<file path="src/rtl/buffered_blocking_channel_pkg.sv">
// rtl/buffered_blocking_channel_pkg.sv - shared direct-message layout and channel sizing helpers
package buffered_blocking_channel_pkg;

    localparam int CODE_DISTANCE    = 5;
    // Each address coordinate must encode 0..CODE_DISTANCE; the receiver address has three coordinates.
    localparam int COORD_WIDTH      = $clog2(CODE_DISTANCE + 1);
    localparam int ADDRESS_WIDTH    = 3 * COORD_WIDTH;
    localparam int DIRECT_MSG_WIDTH = ADDRESS_WIDTH + 2;

    localparam int MSG_BOUNDARY_BIT = 0;
    localparam int MSG_ODD_ROOT_BIT = 1;
    localparam int MSG_ADDR_LSB     = 2;

    typedef struct packed {
        logic [ADDRESS_WIDTH-1:0] receiver;
        logic                     is_odd_cardinality_root;
        logic                     is_touching_boundary;
    } direct_msg_t;

    function automatic int ptr_width(input int depth);
        return (depth > 1) ? $clog2(depth) : 1;
    endfunction

endpackage

</file>
<file path="src/rtl/buffered_blocking_channel.sv">
// rtl/buffered_blocking_channel.sv - blocking FIFO channel between two processing units
module buffered_blocking_channel
    import buffered_blocking_channel_pkg::*;
#(
    parameter int DATA_WIDTH = DIRECT_MSG_WIDTH,
    parameter int DEPTH      = 2
) (
    input  logic                       clk,
    input  logic                       reset,
    input  logic                       flush,
    input  logic [DATA_WIDTH-1:0]      in_data,
    input  logic                       in_valid,
    output logic                       in_is_full,
    output logic [DATA_WIDTH-1:0]      out_data,
    output logic                       out_valid,
    input  logic                       out_is_taken,
    output logic [$clog2(DEPTH+1)-1:0] count
);

    localparam int PW = ptr_width(DEPTH);
    localparam int CW = $clog2(DEPTH + 1);

    logic [DATA_WIDTH-1:0] r_mem [DEPTH];
    logic [PW-1:0]         r_head;
    logic [PW-1:0]         r_tail;
    logic [CW-1:0]         r_count;

    logic w_full;
    logic w_valid;
    logic w_push;
    logic w_pop;

    // Wrap by compare so non-power-of-two depths never index past the array.
    function automatic logic [PW-1:0] f_next(input logic [PW-1:0] p);
        return (p == PW'(DEPTH - 1)) ? '0 : p + PW'(1);
    endfunction

    assign w_full  = (r_count == CW'(DEPTH));
    assign w_valid = (r_count != '0);
    assign w_push  = in_valid & ~w_full & ~flush;
    assign w_pop   = w_valid & out_is_taken & ~flush;

    always_ff @(posedge clk or posedge reset) begin
        if (reset) begin
            r_head  <= '0;
            r_tail  <= '0;
            r_count <= '0;
        end else if (flush) begin
            r_head  <= '0;
            r_tail  <= '0;
            r_count <= '0;
        end else begin
            if (w_push) r_tail <= f_next(r_tail);
            if (w_pop)  r_head <= f_next(r_head);
            case ({w_push, w_pop})
                2'b10:   r_count <= r_count + CW'(1);
                2'b01:   r_count <= r_count - CW'(1);
                default: r_count <= r_count;
            endcase
        end
    end

    // Storage is deliberately left unreset; out_data is only meaningful while out_valid=1.
    always_ff @(posedge clk) begin
        if (w_push) r_mem[r_tail] <= in_data;
    end

    assign in_is_full = w_full;
    assign out_valid  = w_valid;
    assign out_data   = r_mem[r_head];
    assign count      = r_count;

endmodule
</file>
<file path="config.mk">
export PLATFORM = sky130hd
export DESIGN_NAME = buffered_blocking_channel
export DESIGN_NICKNAME = d
export VERILOG_FILES = /design/src/rtl/buffered_blocking_channel_pkg.sv /design/src/rtl/buffered_blocking_channel.sv
export SDC_FILE = /design/constraint.sdc
export NUM_CORES = 1
export LEC_CHECK = 0
export CAP_MARGIN = 20
export CORE_MARGIN = 2
export CORE_UTILIZATION = 30
export DETAILED_ROUTE_END_ITERATION = 10
export HOLD_SLACK_MARGIN = 0.12
export PLACE_DENSITY = 0.54
export SETUP_SLACK_MARGIN = 0.15
export SYNTH_ARGS = -nofsm -noshare
export SYNTH_HDL_FRONTEND = slang
export SYNTH_SLANG_ARGS = --single-unit
</file>
<file path="constraint.sdc">
create_clock -name clk -period 1.9 [get_ports clk]
set_input_delay 0.19 -clock clk [delete_from_list [all_inputs] [get_ports clk]]
set_output_delay 0.19 -clock clk [all_outputs]
set_load 0.02 [all_outputs]
</file>
## Word level (Yosys, flattened, before mapping)

Memories as Yosys holds them, arrays and structs flattened.
Cells that the tools add are included.
W data, S select, Z words.

- Flip-flop bits (word level): 4
- Bits in latches: 0
- Bits in writable memories: 22
- Bits in read-only memories: 0
- Input port bits: 16
- Output and inout bits: 15
- Memories kept: 1

- $add $sub $neg: 4
- Multiply operators: 0
- Div/mod/pow operators: 0
- Magnitude comparators: 0
- Eq/ne operators: 3
- Shift-type cells: 0
- Multiplexer cells: 10
- Bitwise logic cells: 6
- Reductions and logical operators: 4

Memories:

| name | words | bits a word | read ports | clocked after memory_dff | write ports | RTL line | text |
|---|---|---|---|---|---|---|---|
| r_mem | 2 | 11 | 1 | 0 | 1 | buffered_blocking_channel.sv:23 | `logic [DATA_WIDTH-1:0] r_mem [DEPTH];` |

Operators by type and width:

| kind | count |
|---|---|
| $mux W1 | 8 |
| $reduce_bool A2 Y1 | 3 |
| $and A1 B1 Y1 | 4 |
| $eq A2 B2 Y1 const B | 2 |
| $pmux W2 S2 | 1 |
| $reduce_bool A3 Y1 | 1 |
| $add A1 B1 Y1 const B | 2 |
| $add A2 B1 Y2 const B | 1 |
| $eq A2 B1 Y1 const B | 1 |
| $mux W2 | 1 |
| $not A1 Y1 | 2 |
| $sub A2 B1 Y2 const B | 1 |

## Depth between registers and ports, before layout

Gate-level depths: netlist of the first run.

- Word-level depth: 7
- Gate-level depth with buffers: 4
- Depth with buffers taken out: 4

## Worst setup path before layout of the first run

Ideal clock, no wire load.

- Path kind: flip-flop to flip-flop
- Start: register r_count[0] (netlist: count[0])
- End: memory r_mem[1][0] (netlist bit) (enable)
- Setup time: 396 ps
- Arrival time: 1656 ps
- Required time: 1504 ps
- Slack: -152 ps
- Cell stages (with the launch flop): 4
- Path buffers: 0
- Path through: dfrtp_1 -> nand2b_2 -> nand2_1 -> nor3b_1

- Cells in the longest elaborated chain, start to end: 6

Ends and longest elaborated chain:

| item | RTL line | text |
|---|---|---|
| start: declaration | buffered_blocking_channel.sv:26 | `logic [CW-1:0] r_count;` |
| start signal: assignment | buffered_blocking_channel.sv:56 | `2'b10: r_count <= r_count + CW'(1);` |
| start signal: assignment | buffered_blocking_channel.sv:57 | `2'b01: r_count <= r_count - CW'(1);` |
| start signal: assignment | buffered_blocking_channel.sv:58 | `default: r_count <= r_count;` |
| $eq A2 B2 Y1 | buffered_blocking_channel.sv:38 | `assign w_full = (r_count == CW'(DEPTH));` |
| $not A1 Y1 | buffered_blocking_channel.sv:40 | `assign w_push = in_valid & ~w_full & ~flush;` |
| $and A1 B1 Y1 (2 in series) | buffered_blocking_channel.sv:40 |  |
| $mux W1 | buffered_blocking_channel.sv:65 | `if (w_push) r_mem[r_tail] <= in_data;` |
| $mux W1 (implied by the code) | buffered_blocking_channel.sv:65 |  |
| end: declaration | buffered_blocking_channel.sv:23 |  |

Every way passes these cells.

## Worst setup path after layout of the first run

- Start: register r_count[1] (netlist: count[1])
- End: output port out_valid

- Cells in the longest elaborated chain, start to end: 1

Ends and longest elaborated chain:

| item | RTL line | text |
|---|---|---|
| $reduce_bool A2 Y1 | buffered_blocking_channel.sv:39 | `assign w_valid = (r_count != '0);` |
| end: declaration | buffered_blocking_channel.sv:15 | `output logic out_valid,` |

Every way passes these cells.

==> results of run 1 <==
## what timing repair did
item / 4_1_cts / 5_1_grt
setup buffers: 1 / 0
pin swaps: 0 / 0
hold endpoints to repair: 4 / 0
resized for setup: 12 / 20
setup endpoints to repair: 12 / 12
hold buffers: 1 / 0
## where the power goes
part | internal (mW) | switching, mW
combinational | 0.0919 | 0.0809
clock | 0.213 | 0.151
sequential | 0.643 | 0.0103
total | 0.948 | 0.242
## worst max path at each step
stage,slack [ns],cells after the start,to
after floorplan,0.21,3,r_mem[1][0]$_DFFE_PP_
after global placement,0.27,4,r_mem[0][5]$_DFFE_PP_
after detailed placement,0.26,4,r_mem[1][6]$_DFFE_PP_
after CTS,0.17,3,out_data[9]
after global routing,0.13,3,out_valid
final,0.23,3,out_valid
## cell usage after synthesis
cell type / count / share of area (%)
a21o_1: 1 / 0.74
a21oi_1: 3 / 1.5
a22oi_1: 1 / 0.74
buf_2: 1 / 0.49
dfrtp_1: 4 / 9.9
edfxtp_1: 22 / 65
inv_1: 3 / 1.1
inv_2: 1 / 0.37
mux2_2: 11 / 12
nand2_1: 1 / 0.37
nand2b_2: 1 / 0.86
nand3b_1: 1 / 0.74
nor2_1: 3 / 1.1
nor3_1: 1 / 0.49
nor3b_1: 1 / 0.74
o211ai_1: 1 / 0.74
o21ai_0: 3 / 1.5
or3_1: 1 / 0.62
xor2_1: 1 / 0.86
## registers in the layout, indices dropped and copies added, names as in the netlist
| signal | cells |
|---|---|
| r_head | 1 |
| count | 2 |
| r_mem | 22 |
| r_tail | 1 |
## per-layer routing
layer	vias to the layer above	global-route usage (%)
met5	-	0
met4	0	3.33
met3	2	2.36
met2	19	17.3
met1	281	11.6
li1	308	-
## area by class of cell
type	count	share of cell area, %
Timing Repair Buffer	36	22.2
Clock buffer	3	1.55
Inverter	4	1.03
Tap cell	46	3.95
Sequential cell	26	52.4
Multi-Input combinational cell	30	16.8
Clock inverter	1	2.06
## worst register-to-register path: cells and delay by family (launching register included)
kind,cells,cell delay [ns]
DFF,1,0.44
and+or+nand+nor,3,0.50
buffers and inverters,1,0.23
## cell families (layout without fill, tap and decap cells)
logic type             after synthesis  in the layout
buffers and inverters                5             44
multiplexers                        11             11
AO/OA/AOI/OAI                        9              9
AND/OR/NAND/NOR                      9              9
XOR/XNOR                             1              1
flip-flops                          26             26
==> flow_summary.yaml, run 1 <==
sta:
  relSlewSlack_pct: 80.2
  fmax_ghz: 0.597
  worst_clock_skew_ns: 0.00122
  setup_slack_ns: 0.226
  hold_viol: 0
  setup_viol: 0
  period_minus_slack_ns: 1.67
  worst_slew_pin_slew_ns: 0.296
  min_period_over_period_pct: 88.1
  final-max-slew-violation-count: 0
  hold-worst-slack_ns: 0.459
  grt_setup_unrepaired: "yes"
  tns_ns: 0
placed_design:
  portBuffers: 30
  dp.cells: 140
  dp_hpwl_um: 1310
  gp_congestion: 0.661
  dp_slack_ns: 0.259
  dpl-instance-area_um2: 1420
worst_setup_path:
  path_cells: "nor2_1 > inv_1 > clkdlybuf4s50_1"
  cp_top_family: "buffers and inverters"
  reg2reg_depth: 4
  timing.rr.end: "r_mem[1][3]$_DFFE_PP_"
  crit_arrival_ns: 1.48
  r2r_setup_slack_ns: 0.45
  slowest_stage: "clkdlybuf4s50_1"
  max_stage_delay_ns: 0.53
  r2r_start: "count[0]$_DFFE_PP0P_"
  end_kind: "output pin"
  critical_path_peak_fanout: 6
  start_kind: "register"
  worst-path-buf-inv: 2
  critPathKind: "register to output pin"
  crit_path_start: "count[1]$_DFFE_PP0P_"
  crit_required_ns: 1.71
synth:
  netlist_instances: 61
  synthXorXnorAreaFrac_pct: 0.862
  ys_seq_area_share_pct: 74.9
  syn_area_um2: 1020
  yosys_warnings: 0
  synth-compound-area-share_pct: 5.17
  synthAdderAreaFrac_pct: 0
  synth_mux_area_share_pct: 12.2
  yosys_register_bits: 26
  syn_nets: 77
  postSynthAreaPerCell_um2: 16.7
  synth_top_family_by_area: "multiplexers"
  synth-simple-area-share_pct: 4.93
  synth_cell_types: 19
job:
  max_cap_violations: 0
cells_and_area:
  fillerInstances: 299
  layout_commonest_cell: "edfxtp_1"
  final_util_pct: 44.4
  final_cells: 146
  most-common-layout-cells: "22 x edfxtp_1, 18 x clkdlybuf4s50_1, 11 x mux2_2"
  seqCellArea_um2: 763
  antennaDiodeCount: 0
  drive_above_1_share_pct: 33.0
  finalNetCount: 117
  area_growth_syn_to_layout_pct: 43.5
  fin_area_um2: 1460
  multi_input_area_um2: 245
die:
  std_cell_rows: 21
  core_area_um2: 3280
  start_util_pct: 30.9
  die-area_um2: 3870
  fp.dieW_um: 62.2
  dieHeight_um: 62.2
  pin_count: 31
clock_tree:
  cts-buffers-inserted: 3
  cts.sinks: 26
  clk_pin_slew_ns: 0.13
  tritoncts: "built"
  cts_root_buf: "clkbuf_4"
  htree_levels: 1
  clockBufferDepth: 2
  clk_latency_ns: 0.30
grt:
  grt_pass1_wl_um: 2950
  grt_max_degree: 16
  grt_usage_pct: 9.74
  antenna_found_initial: 0
  gr-total-overflow: 0
  grt_pass1_vias: 629
min_path:
  hold_end: "r_mem[0][6]$_DFFE_PP_"
  whs_path_depth: 1
  min_from: "in_data[6]"
  hold_path.class: "input port to register"
routing:
  dr.pass1.iters: 4
  wl_um: 1710
  drc: 0
  ant_nets: 0
  drt-initial-drc-count: 11
  routed-wl-met3_um: 80
  wire_per_inst_um: 11.7
  post_drt_via_cell_ratio: 4.18
  vias: 610
  top_layer_used: "met4"
  wl_met2_um: 890
  wl_met1_um: 726
pwr:
  finalPower_mw: 1.19
  p_per_area_nw_per_um2: 816
  leakage_nw: 0.539
  peakVddDrop_mv: 0.341
outcome:
  outcome: "completed"
Note: power is estimated with default switching activity, not from simulation.
==> run 2, diff against run 1 <==
--- a/config.mk
+++ b/config.mk
@@ -6,7 +6,7 @@
 export NUM_CORES = 1
 export LEC_CHECK = 0
 export CAP_MARGIN = 20
-export CORE_MARGIN = 2
+export CORE_MARGIN = 8
 export CORE_UTILIZATION = 30
 export DETAILED_ROUTE_END_ITERATION = 10
 export HOLD_SLACK_MARGIN = 0.12
==> flow_summary.yaml, run 2 (same netlist as run 1, synthesis figures left out) <==
clock_tree:
  clockBufferDepth: 2
  clk_latency_ns: 0.31
  tritoncts: "built"
  htree_levels: 1
  cts-buffers-inserted: 3
  cts_root_buf: "clkbuf_4"
  clk_pin_slew_ns: 0.13
  cts.sinks: 26
grt:
  grt_pass1_wl_um: 3200
  gr-total-overflow: 0
  antenna_found_initial: 0
  grt_usage_pct: 7.73
  grt_max_degree: 15
  grt_pass1_vias: 666
cells_and_area:
  antennaDiodeCount: 0
  largest_reg_flops: 22
  area_growth_syn_to_layout_pct: 42.1
  layout_commonest_cell: "edfxtp_1"
  most-common-layout-cells: "22 x edfxtp_1, 17 x clkdlybuf4s50_1, 11 x mux2_2"
  regMostFlops: "r_mem"
  finalNetCount: 118
  drive_above_1_share_pct: 35.6
  final_cells: 147
  fin_area_um2: 1440
placed_design:
  gp_congestion: 0.724
  dp_hpwl_um: 1500
  dpl-instance-area_um2: 1430
  dp.cells: 141
  portBuffers: 30
sta:
  fmax_ghz: 0.596
  worst_slew_pin_slew_ns: 0.348
  worst_clock_skew_ns: 0.00696
  final-max-slew-violation-count: 0
  relSlewSlack_pct: 76.6
  hold_viol: 0
  grt_setup_unrepaired: "yes"
  hold-worst-slack_ns: 0.454
  period_minus_slack_ns: 1.68
  min_period_over_period_pct: 88.3
  setup_viol: 0
  tns_ns: 0
worst_setup_path:
  r2r_start: "count[0]$_DFFE_PP0P_"
  critical_path_peak_fanout: 3
  critPathKind: "register to output pin"
  end_kind: "output pin"
  timing.rr.end: "r_mem[1][1]$_DFFE_PP_"
  start_kind: "register"
  reg2reg_depth: 4
  r2r_setup_slack_ns: 0.38
  crit_arrival_ns: 1.49
  crit_required_ns: 1.71
routing:
  wire_per_inst_um: 13.4
  ant_nets: 0
  post_drt_via_cell_ratio: 4.46
  drc: 0
  wl_um: 1970
  drt-initial-drc-count: 18
  vias: 655
  dr.pass1.iters: 4
die:
  std_cell_rows: 21
  pin_count: 31
  core_area_um2: 3280
  die-area_um2: 5500
  start_util_pct: 30.9
  dieHeight_um: 74.2
  fp.dieW_um: 74.2
min_path:
  hold_path.class: "input port to register"
  whs_path_depth: 1
  hold_end: "r_mem[0][5]$_DFFE_PP_"
  min_from: "in_data[5]"
pwr:
  peakVddDrop_mv: 0.232
  p_per_area_nw_per_um2: 757
  leakage_nw: 0.551
outcome:
  outcome: "completed"
job:
  max_cap_violations: 0
## run 2: cell count changes in the layout (fill, tap and decap cells not counted)
cell and delta:
clkdlybuf4s15_1 -4, dlygate4sd2_1 +3, buf_4 +1, bufinv_16 -1, clkbuf_8 +1, clkdlybuf4s50_1 -1
dlymetal6s2s_1 +1, dfrtp_1 -1, dfrtp_2 +1, clkbuf_2 +1
## run 2: what timing repair did
action | 4_1_cts | 5_1_grt
cloned | 0 | 0
endpoints found under the hold margin | 4 | 0
setup endpoints to repair | 12 | 9
hold buffers | 1 | 0
buffers inserted | 0 | 1
resized for setup | 20 | 12
## run 2: stage by stage
stage,util [%],worst slack [ns],power [mW]
3_3_place_gp,43.5,0.218,0.855
2_1_floorplan,-,0.209,0.748
6_report,44.0,0.223,1.09
5_1_grt,44.0,0.132,1.15
3_5_place_dp,43.5,0.180,0.857
4_1_cts,44.8,0.133,1.12
## run 2: worst max path at each step
stage	startpoint	to	cells past startpoint
final	r_head$_DFFE_PP0P_	out_data[5]	3
after global routing	r_head$_DFFE_PP0P_	out_data[8]	3
after CTS	r_head$_DFFE_PP0P_	out_data[9]	3
after detailed placement	in_valid	r_mem[1][0]$_DFFE_PP_	4
after global placement	in_valid	r_mem[0][7]$_DFFE_PP_	4
after floorplan	count[0]$_DFFE_PP0P_	r_mem[1][0]$_DFFE_PP_	3
## run 2: area by class of cell
cell class | count | area (um^2)
inverter | 4 | 15.0
clock buffer | 4 | 36.3
timing repair buffer | 37 | 325
multi-input combinational | 30 | 245
fill | 318 | 1840
tap | 46 | 57.6
sequential | 26 | 764
## run 2: power by group
group	leakage, nW	total, mW	internal, mW	switching (mW)
sequential	0.251	0.654	0.644	0.0106
combinational	0.279	0.174	0.0909	0.0826
clock	0.0210	0.265	0.117	0.148
total	0.551	1.09	0.851	0.241
## run 2: critical path: stages, from the launching register on
cell and delay (ns):
dfrtp_2 0.42, buf_4 0.12, mux2_2 0.32, dlygate4sd2_1 0.32
## run 2: routing by layer
layer | track usage [%] | wire length, um | vias to the layer above
li1 | - | - | 309
met2 | 11.1 | 835 | 26
met5 | 0 | 0 | -
met1 | 9.44 | 901 | 318
met4 | 2.66 | 8 | 0
met3 | 4.31 | 228 | 2
